<file path="src/rtl/alsu_arbiter_if.sv">
// Bundle of the two requester command/response channels, the ALSU drive/return
// lines and the busy flag shared between alsu_arbiter and its environment.
interface alsu_arbiter_if;
    logic        req0_valid;
    logic        req0_ready;
    logic [15:0] req0_cmd;
    logic        req1_valid;
    logic        req1_ready;
    logic [15:0] req1_cmd;

    logic        rsp0_valid;
    logic        rsp0_ready;
    logic [5:0]  rsp0_result;
    logic        rsp0_err;
    logic        rsp1_valid;
    logic        rsp1_ready;
    logic [5:0]  rsp1_result;
    logic        rsp1_err;

    logic [2:0]  alsu_A;
    logic [2:0]  alsu_B;
    logic [2:0]  alsu_opcode;
    logic [6:0]  alsu_ctrl;
    logic [5:0]  alsu_out;
    logic        busy;

    modport master (
        output req0_valid, req0_cmd, req1_valid, req1_cmd,
        output rsp0_ready, rsp1_ready, alsu_out,
        input  req0_ready, req1_ready,
        input  rsp0_valid, rsp0_result, rsp0_err,
        input  rsp1_valid, rsp1_result, rsp1_err,
        input  alsu_A, alsu_B, alsu_opcode, alsu_ctrl, busy
    );

    modport slave (
        input  req0_valid, req0_cmd, req1_valid, req1_cmd,
        input  rsp0_ready, rsp1_ready, alsu_out,
        output req0_ready, req1_ready,
        output rsp0_valid, rsp0_result, rsp0_err,
        output rsp1_valid, rsp1_result, rsp1_err,
        output alsu_A, alsu_B, alsu_opcode, alsu_ctrl, busy
    );
endinterface

</file>
<file path="src/rtl/alsu_arbiter.sv">
// Round-robin arbiter sharing one pipelined ALSU between two requesters; one
// command in flight, illegal commands answered locally with an error response.
module alsu_arbiter #(
    parameter int LAT   = 2,
    parameter int CMD_W = 16
) (
    input  logic          clk,
    input  logic          rst,
    alsu_arbiter_if.slave bus
);
    localparam int CNT_W = (LAT > 0) ? $clog2(LAT + 1) : 1;

    typedef enum logic [1:0] {
        IDLE,
        ISSUE,
        RESP
    } state_t;

    state_t           state;
    state_t           state_nx;
    logic [CMD_W-1:0] cmd_reg;
    logic [CMD_W-1:0] inc_cmd;
    logic [CNT_W-1:0] cnt;
    logic [5:0]       result_reg;
    logic             err_reg;
    logic             owner;
    logic             rr_last;
    logic             winner;
    logic             grant_valid;
    logic             illegal;
    logic [2:0]       inc_op;

    always_ff @(posedge clk or negedge rst) begin
        if (!rst) state <= IDLE;
        else      state <= state_nx;
    end

    always_comb begin
        state_nx        = state;
        winner          = 1'b0;
        grant_valid     = 1'b0;
        inc_cmd         = bus.req0_cmd;
        inc_op          = '0;
        illegal         = 1'b0;
        bus.req0_ready  = 1'b0;
        bus.req1_ready  = 1'b0;
        bus.rsp0_valid  = 1'b0;
        bus.rsp0_result = '0;
        bus.rsp0_err    = 1'b0;
        bus.rsp1_valid  = 1'b0;
        bus.rsp1_result = '0;
        bus.rsp1_err    = 1'b0;
        bus.alsu_A      = '0;
        bus.alsu_B      = '0;
        bus.alsu_opcode = '0;
        bus.alsu_ctrl   = '0;
        bus.busy        = (state != IDLE);

        case (state)
            IDLE: begin
                // tie goes to the requester that was not served last
                if (bus.req0_valid && bus.req1_valid) winner = ~rr_last;
                else                                  winner = bus.req1_valid;
                // ready is masked while reset is held so nothing reads as accepted
                grant_valid    = rst && (bus.req0_valid || bus.req1_valid);
                inc_cmd        = winner ? bus.req1_cmd : bus.req0_cmd;
                inc_op         = inc_cmd[15:13];
                illegal        = (inc_op == 3'b110) || (inc_op == 3'b111) ||
                                 ((inc_cmd[3] || inc_cmd[2]) && (inc_op[2:1] != 2'b00));
                bus.req0_ready = grant_valid && !winner;
                bus.req1_ready = grant_valid && winner;
                if (grant_valid) state_nx = illegal ? RESP : ISSUE;
            end
            ISSUE: begin
                bus.alsu_opcode = cmd_reg[15:13];
                bus.alsu_A      = cmd_reg[12:10];
                bus.alsu_B      = cmd_reg[9:7];
                bus.alsu_ctrl   = cmd_reg[6:0];
                if (cnt == '0) state_nx = RESP;
            end
            RESP: begin
                if (!owner) begin
                    bus.rsp0_valid  = 1'b1;
                    bus.rsp0_result = result_reg;
                    bus.rsp0_err    = err_reg;
                    if (bus.rsp0_ready) state_nx = IDLE;
                end else begin
                    bus.rsp1_valid  = 1'b1;
                    bus.rsp1_result = result_reg;
                    bus.rsp1_err    = err_reg;
                    if (bus.rsp1_ready) state_nx = IDLE;
                end
            end
            default: state_nx = IDLE;
        endcase
    end

    always_ff @(posedge clk or negedge rst) begin
        if (!rst) begin
            cmd_reg    <= '0;
            cnt        <= '0;
            result_reg <= '0;
            err_reg    <= 1'b0;
            owner      <= 1'b0;
            rr_last    <= 1'b1;
        end else begin
            case (state)
                IDLE: begin
                    if (grant_valid) begin
                        cmd_reg    <= inc_cmd;
                        owner      <= winner;
                        rr_last    <= winner;
                        cnt        <= CNT_W'(LAT);
                        result_reg <= '0;
                        err_reg    <= illegal;
                    end
                end
                ISSUE: begin
                    // operands held LAT+1 cycles so the registered ALSU output is settled here
                    if (cnt == '0) begin
                        result_reg <= bus.alsu_out;
                        err_reg    <= 1'b0;
                    end else begin
                        cnt <= cnt - 1'b1;
                    end
                end
                default: ;
            endcase
        end
    end
endmodule

</file>
<file path="src/flat_wrapper.sv">
// flat-port wrapper written by rule: the top's interface ports become plain ports
module alsu_arbiter_flat 
#(
    parameter int LAT   = 2,
    parameter int CMD_W = 16
)
  (clk, rst, bus_req0_valid, bus_req0_cmd, bus_req1_valid, bus_req1_cmd, bus_rsp0_ready, bus_rsp1_ready, bus_alsu_out, bus_req0_ready, bus_req1_ready, bus_rsp0_valid, bus_rsp0_result, bus_rsp0_err, bus_rsp1_valid, bus_rsp1_result, bus_rsp1_err, bus_alsu_A, bus_alsu_B, bus_alsu_opcode, bus_alsu_ctrl, bus_busy);
  alsu_arbiter_if bus_i ();
  input  logic clk;
  input  logic rst;
  input wire logic [$bits(bus_i.req0_valid)-1:0] bus_req0_valid;
  input wire logic [$bits(bus_i.req0_cmd)-1:0] bus_req0_cmd;
  input wire logic [$bits(bus_i.req1_valid)-1:0] bus_req1_valid;
  input wire logic [$bits(bus_i.req1_cmd)-1:0] bus_req1_cmd;
  input wire logic [$bits(bus_i.rsp0_ready)-1:0] bus_rsp0_ready;
  input wire logic [$bits(bus_i.rsp1_ready)-1:0] bus_rsp1_ready;
  input wire logic [$bits(bus_i.alsu_out)-1:0] bus_alsu_out;
  output wire logic [$bits(bus_i.req0_ready)-1:0] bus_req0_ready;
  output wire logic [$bits(bus_i.req1_ready)-1:0] bus_req1_ready;
  output wire logic [$bits(bus_i.rsp0_valid)-1:0] bus_rsp0_valid;
  output wire logic [$bits(bus_i.rsp0_result)-1:0] bus_rsp0_result;
  output wire logic [$bits(bus_i.rsp0_err)-1:0] bus_rsp0_err;
  output wire logic [$bits(bus_i.rsp1_valid)-1:0] bus_rsp1_valid;
  output wire logic [$bits(bus_i.rsp1_result)-1:0] bus_rsp1_result;
  output wire logic [$bits(bus_i.rsp1_err)-1:0] bus_rsp1_err;
  output wire logic [$bits(bus_i.alsu_A)-1:0] bus_alsu_A;
  output wire logic [$bits(bus_i.alsu_B)-1:0] bus_alsu_B;
  output wire logic [$bits(bus_i.alsu_opcode)-1:0] bus_alsu_opcode;
  output wire logic [$bits(bus_i.alsu_ctrl)-1:0] bus_alsu_ctrl;
  output wire logic [$bits(bus_i.busy)-1:0] bus_busy;
  assign bus_i.req0_valid = bus_req0_valid;
  assign bus_i.req0_cmd = bus_req0_cmd;
  assign bus_i.req1_valid = bus_req1_valid;
  assign bus_i.req1_cmd = bus_req1_cmd;
  assign bus_i.rsp0_ready = bus_rsp0_ready;
  assign bus_i.rsp1_ready = bus_rsp1_ready;
  assign bus_i.alsu_out = bus_alsu_out;
  assign bus_req0_ready = bus_i.req0_ready;
  assign bus_req1_ready = bus_i.req1_ready;
  assign bus_rsp0_valid = bus_i.rsp0_valid;
  assign bus_rsp0_result = bus_i.rsp0_result;
  assign bus_rsp0_err = bus_i.rsp0_err;
  assign bus_rsp1_valid = bus_i.rsp1_valid;
  assign bus_rsp1_result = bus_i.rsp1_result;
  assign bus_rsp1_err = bus_i.rsp1_err;
  assign bus_alsu_A = bus_i.alsu_A;
  assign bus_alsu_B = bus_i.alsu_B;
  assign bus_alsu_opcode = bus_i.alsu_opcode;
  assign bus_alsu_ctrl = bus_i.alsu_ctrl;
  assign bus_busy = bus_i.busy;
  alsu_arbiter #(.LAT(LAT), .CMD_W(CMD_W)) u_core (.clk(clk), .rst(rst), .bus(bus_i));
endmodule
</file>
<file path="config.mk">
export PLATFORM = sky130hd
export DESIGN_NAME = alsu_arbiter_flat
export DESIGN_NICKNAME = d
export VERILOG_FILES = /design/src/rtl/alsu_arbiter_if.sv /design/src/rtl/alsu_arbiter.sv /design/src/flat_wrapper.sv
export SDC_FILE = /design/constraint.sdc
export NUM_CORES = 1
export LEC_CHECK = 0
export ABC_AREA = 1
export BUFFER_PORTS_ARGS = -buffer_cell sky130_fd_sc_hd__buf_2
export CORE_MARGIN = 4
export CORE_UTILIZATION = 35
export CTS_CLUSTER_DIAMETER = 50
export CTS_CLUSTER_SIZE = 8
export DETAILED_ROUTE_END_ITERATION = 6
export PLACE_DENSITY_LB_ADDON = 0.3
export REMOVE_ABC_BUFFERS = 1
export SLEW_MARGIN = 20
export SYNTH_ARGS = -nofsm -noshare
export SYNTH_HDL_FRONTEND = slang
export SYNTH_SLANG_ARGS = --single-unit
export TNS_END_PERCENT = 100
</file>
<file path="constraint.sdc">
create_clock -name clk -period 2.5 [get_ports clk]
set_clock_uncertainty 0.2 [all_clocks]
set_input_delay 0.25 -clock clk [delete_from_list [all_inputs] [get_ports clk]]
set_output_delay 0.25 -clock clk [all_outputs]
set_load 0.02 [all_outputs]
</file>
==> results.txt <==
In this run the number of H-tree levels came out at 2. Leading register cell type out of synthesis: sky130_fd_sc_hd__dfrtp_1. During synthesis, Yosys emitted a total of 0 warnings. The repair_antennas step left the layout with diodes totalling 0.

In this run, placement finished with an instance count of 365. The number of setup buffers added after CTS is 0. STA classifies the critical path startpoint as a register. Count of cells along the worst register-to-register path: 7.

Setup repair after global routing left no endpoint under its margin. For the final routed database, the setup TNS stands at 0 ps. The run gives 1762 as the via count of the first global-routing pass.

Counting the buffers created by CTS gives 5. By count the netlist is led by sky130_fd_sc_hd__nand2_1 (49), sky130_fd_sc_hd__inv_1 (40), sky130_fd_sc_hd__nor2_1 (33). In the global route stage, overall resource usage came out at 16.2%. The layout cell share with drive strength beyond 1 was 35.9%. The number of placed I/O pins was 79; the number of enable flip-flop cells after synthesis was 0. The ratio of routed vias to standard cells came out at 4.37. Initial antenna violation count: 0. Dividing the detail-routed wire length by the instance count gives 11.6 um. The tools report the pin count of the biggest net entering global routing as 30. TritonCTS built the clock tree. Detailed placement ended at an HPWL of 3210 um.

In this run the tightest slew margin relative to its limit is 62.8%. Yosys instantiated no cell more often than sky130_fd_sc_hd__nand2_1. Leakage dissipation: 0.00140 uW.

The number of maximum-capacitance violations is 0, and the insertion delay of the later-clocked pin in the worst-skew pair is 270 ps. Root cell of the clock tree: sky130_fd_sc_hd__clkbuf_8. The worst register-to-register path begins at u_core.state[1]$_DFFE_PN0P_. The pin slew with the least headroom to its limit was 558 ps. Setup slack of the critical path after layout: 194 ps.

Summed over all instances, the cell type with the most area after synthesis is sky130_fd_sc_hd__dfrtp_1. The final number of max-transition violations was 0; the worst hold-check slack was 12.7 ps. The tools report the via count as 1729. The tools report the total overflow reported by the global router as 0.

The number of hold violations in the final report was 0. The portion of the clock cycle consumed by the worst path in the final layout is 92.2%, and the worst hold path depth is 3. Buffers placed on the I/O ports in this run total 78.

Once detail routing completed, the nets flagged for antenna violations numbered 0. In the post-synthesis netlist, the biggest area contributors are sky130_fd_sc_hd__dfrtp_1 (41%), sky130_fd_sc_hd__nand2_1 (11%), sky130_fd_sc_hd__inv_1 (8.7%). The worst setup path is of the reg2reg kind. The flip-flop and latch count after synthesis came out at 29. The last element of the critical path is u_core.cmd_reg[5]$_DFFE_PN0P_. The full die area was 6100 um^2. The cell area that synthesis handed to floorplanning was 1720 um^2. The type of the worst min-delay path was in2reg.

The run gives 5 as the number of detailed-routing iterations run before antenna repair. The logs give 434 MHz for the maximum clock frequency and 486 for the number of fill cells. The final critical-path required period came out at 2310 ps. After synthesis, the mean cell area works out to 7.67 um^2.

For the required time of the critical path, the log shows 2510 ps. The worst setup path is captured at a register. Of the post-synthesis cell area, the dominant cell type holds 40.8%. From synthesis to final layout, the design area changed by 45.0%. The final RePlAce weighted congestion came out at 0.747. The power density over cell area works out to 966 nW/um^2. Summing all placed instances gives a cell area of 2170 um^2. The tools report the final routed DRC violation total as 0.

In this run the deepest clock path goes through 2 buffers. At the placement stage, the worst setup path has a slack of 648 ps. The proportion of synthesized flip-flops having asynchronous set or reset was 100%. The number of instances in the synthesized netlist was 224. Data on the critical path arrives at its endpoint at 2320 ps. The final net count was 374; the sum of routed wire length over all layers was 4590 um. The register with the most flip-flops in the layout has 16 of them. The die is 78.1 um wide.

The initial standard-cell utilization of the core came out at 36.2%. With fillers left out, the area of the finished cells amounts to 2490 um^2. The tools report the count of endpoints failing setup in the final report as 0. The floorplan step set the die height to 78.1 um.

The count of standard-cell rows was 25; the clock slew at the register clock pins of the worst setup and hold paths was 60 ps. The number of different library cells used by synthesis comes to 24. The clock sink count was 29; the total core area was 4750 um^2. The detailed router finished its first iteration with 72 violations. Sequential elements use 42.3% of the synthesized area. In this run the worst setup path begins at u_core.state[1]$_DFFE_PN0P_. Slack of the worst reg-to-reg path: 190 ps. Along the worst path, the maximum fanout reaches 12.

The run finished with clean final reports. The run gives 7890 um as the first-pass GRT wire length. The reg-to-reg critical path endpoint is u_core.cmd_reg[5]$_DFFE_PN0P_. After the flow finishes, the layout carries non-filler instances totaling 396. The tools report the largest vdd supply drop as 0.000447 V.
## worst min-delay path by stage
stage               slack, ps                       endpoint             from
finish                     10  u_core.cmd_reg[9]$_DFFE_PN0P_  bus_req1_cmd[9]
CTS                         1  u_core.cmd_reg[9]$_DFFE_PN0P_  bus_req1_cmd[9]
floorplan                -250  u_core.cmd_reg[0]$_DFFE_PN0P_              rst
detailed placement        140    u_core.state[0]$_DFFE_PN0P_              rst
global route                8  u_core.cmd_reg[9]$_DFFE_PN0P_  bus_req1_cmd[9]
global placement          150    u_core.state[0]$_DFFE_PN0P_              rst
## layer usage
| metal | up-vias | share of wire, % | track usage [%] |
|---|---|---|---|
| met1 | 761 | 46 | 20.3 |
| met4 | 0 | 0.89 | 5.07 |
| met2 | 62 | 46 | 27.0 |
| li1 | 901 | - | - |
| met3 | 5 | 6.8 | 4.47 |
| met5 | - | 0 | 0 |
## placed cells by master (no fill, tap or decap), drive strengths merged
| cell type | count |
|---|---|
| dlygate4sd3 | 24 |
| nand4 | 2 |
| inv | 43 |
| a31oi | 2 |
| clkbuf | 7 |
| nand3b | 3 |
| nor2 | 37 |
| dfrtp | 28 |
| buf | 81 |
| o21ai | 13 |
| nand2 | 61 |
| dfstp | 1 |
| nand3 | 13 |
| o211ai | 13 |
| ha | 1 |
## worst max-delay path, cell delays in order, from the launching register on
cell                            delay [ps]
sky130_fd_sc_hd__dfrtp_1               460
sky130_fd_sc_hd__nor2_4                170
sky130_fd_sc_hd__o211ai_2              270
sky130_fd_sc_hd__nor2_2                200
sky130_fd_sc_hd__buf_4                 210
sky130_fd_sc_hd__nand2_1                70
sky130_fd_sc_hd__o211ai_1               80
sky130_fd_sc_hd__dlygate4sd3_1         580
## stage by stage
stage,util [%],power [uW]
after global routing,52.4,2630
final,52.4,2410
after floorplan,-,1560
after global placement,45.6,1860
after detailed placement,45.6,1890
after CTS,52.4,2430
## power by group
group	leakage, uW	switching [uW]	internal, uW
Combinational	0.000993	754	497
Clock	0.0000443	163	218
Sequential	0.000363	93.9	683
Total	0.00140	1010	1400
## what timing repair did
item	4_1_cts	5_1_grt
hold buffers	24	0
hold endpoints to repair	41	0
setup endpoints to repair	0	0
gates resized for setup	0	0
## area by class of cell
type	count	area [um^2]	area share, %
timing repair buffer	105	653	26.2
sequential	29	727	29.2
tap	67	83.8	3.36
inverter	43	164	6.58
clock buffer	7	86.3	3.46
multi-input combinational	145	778	31.2
## cells by family (layout without fill, tap and decap cells)
logic type,count (synthesis),count (layout),share of synthesized area (%)
and+or+nand+nor,116,116,31.2
buffers and inverters,50,155,12.4
DFF,29,29,42.3
AOI/OAI and AO/OA,28,28,13.3
adders and majority gates,1,1,0.728
No activity file was read; power rests on OpenSTA's default activity.
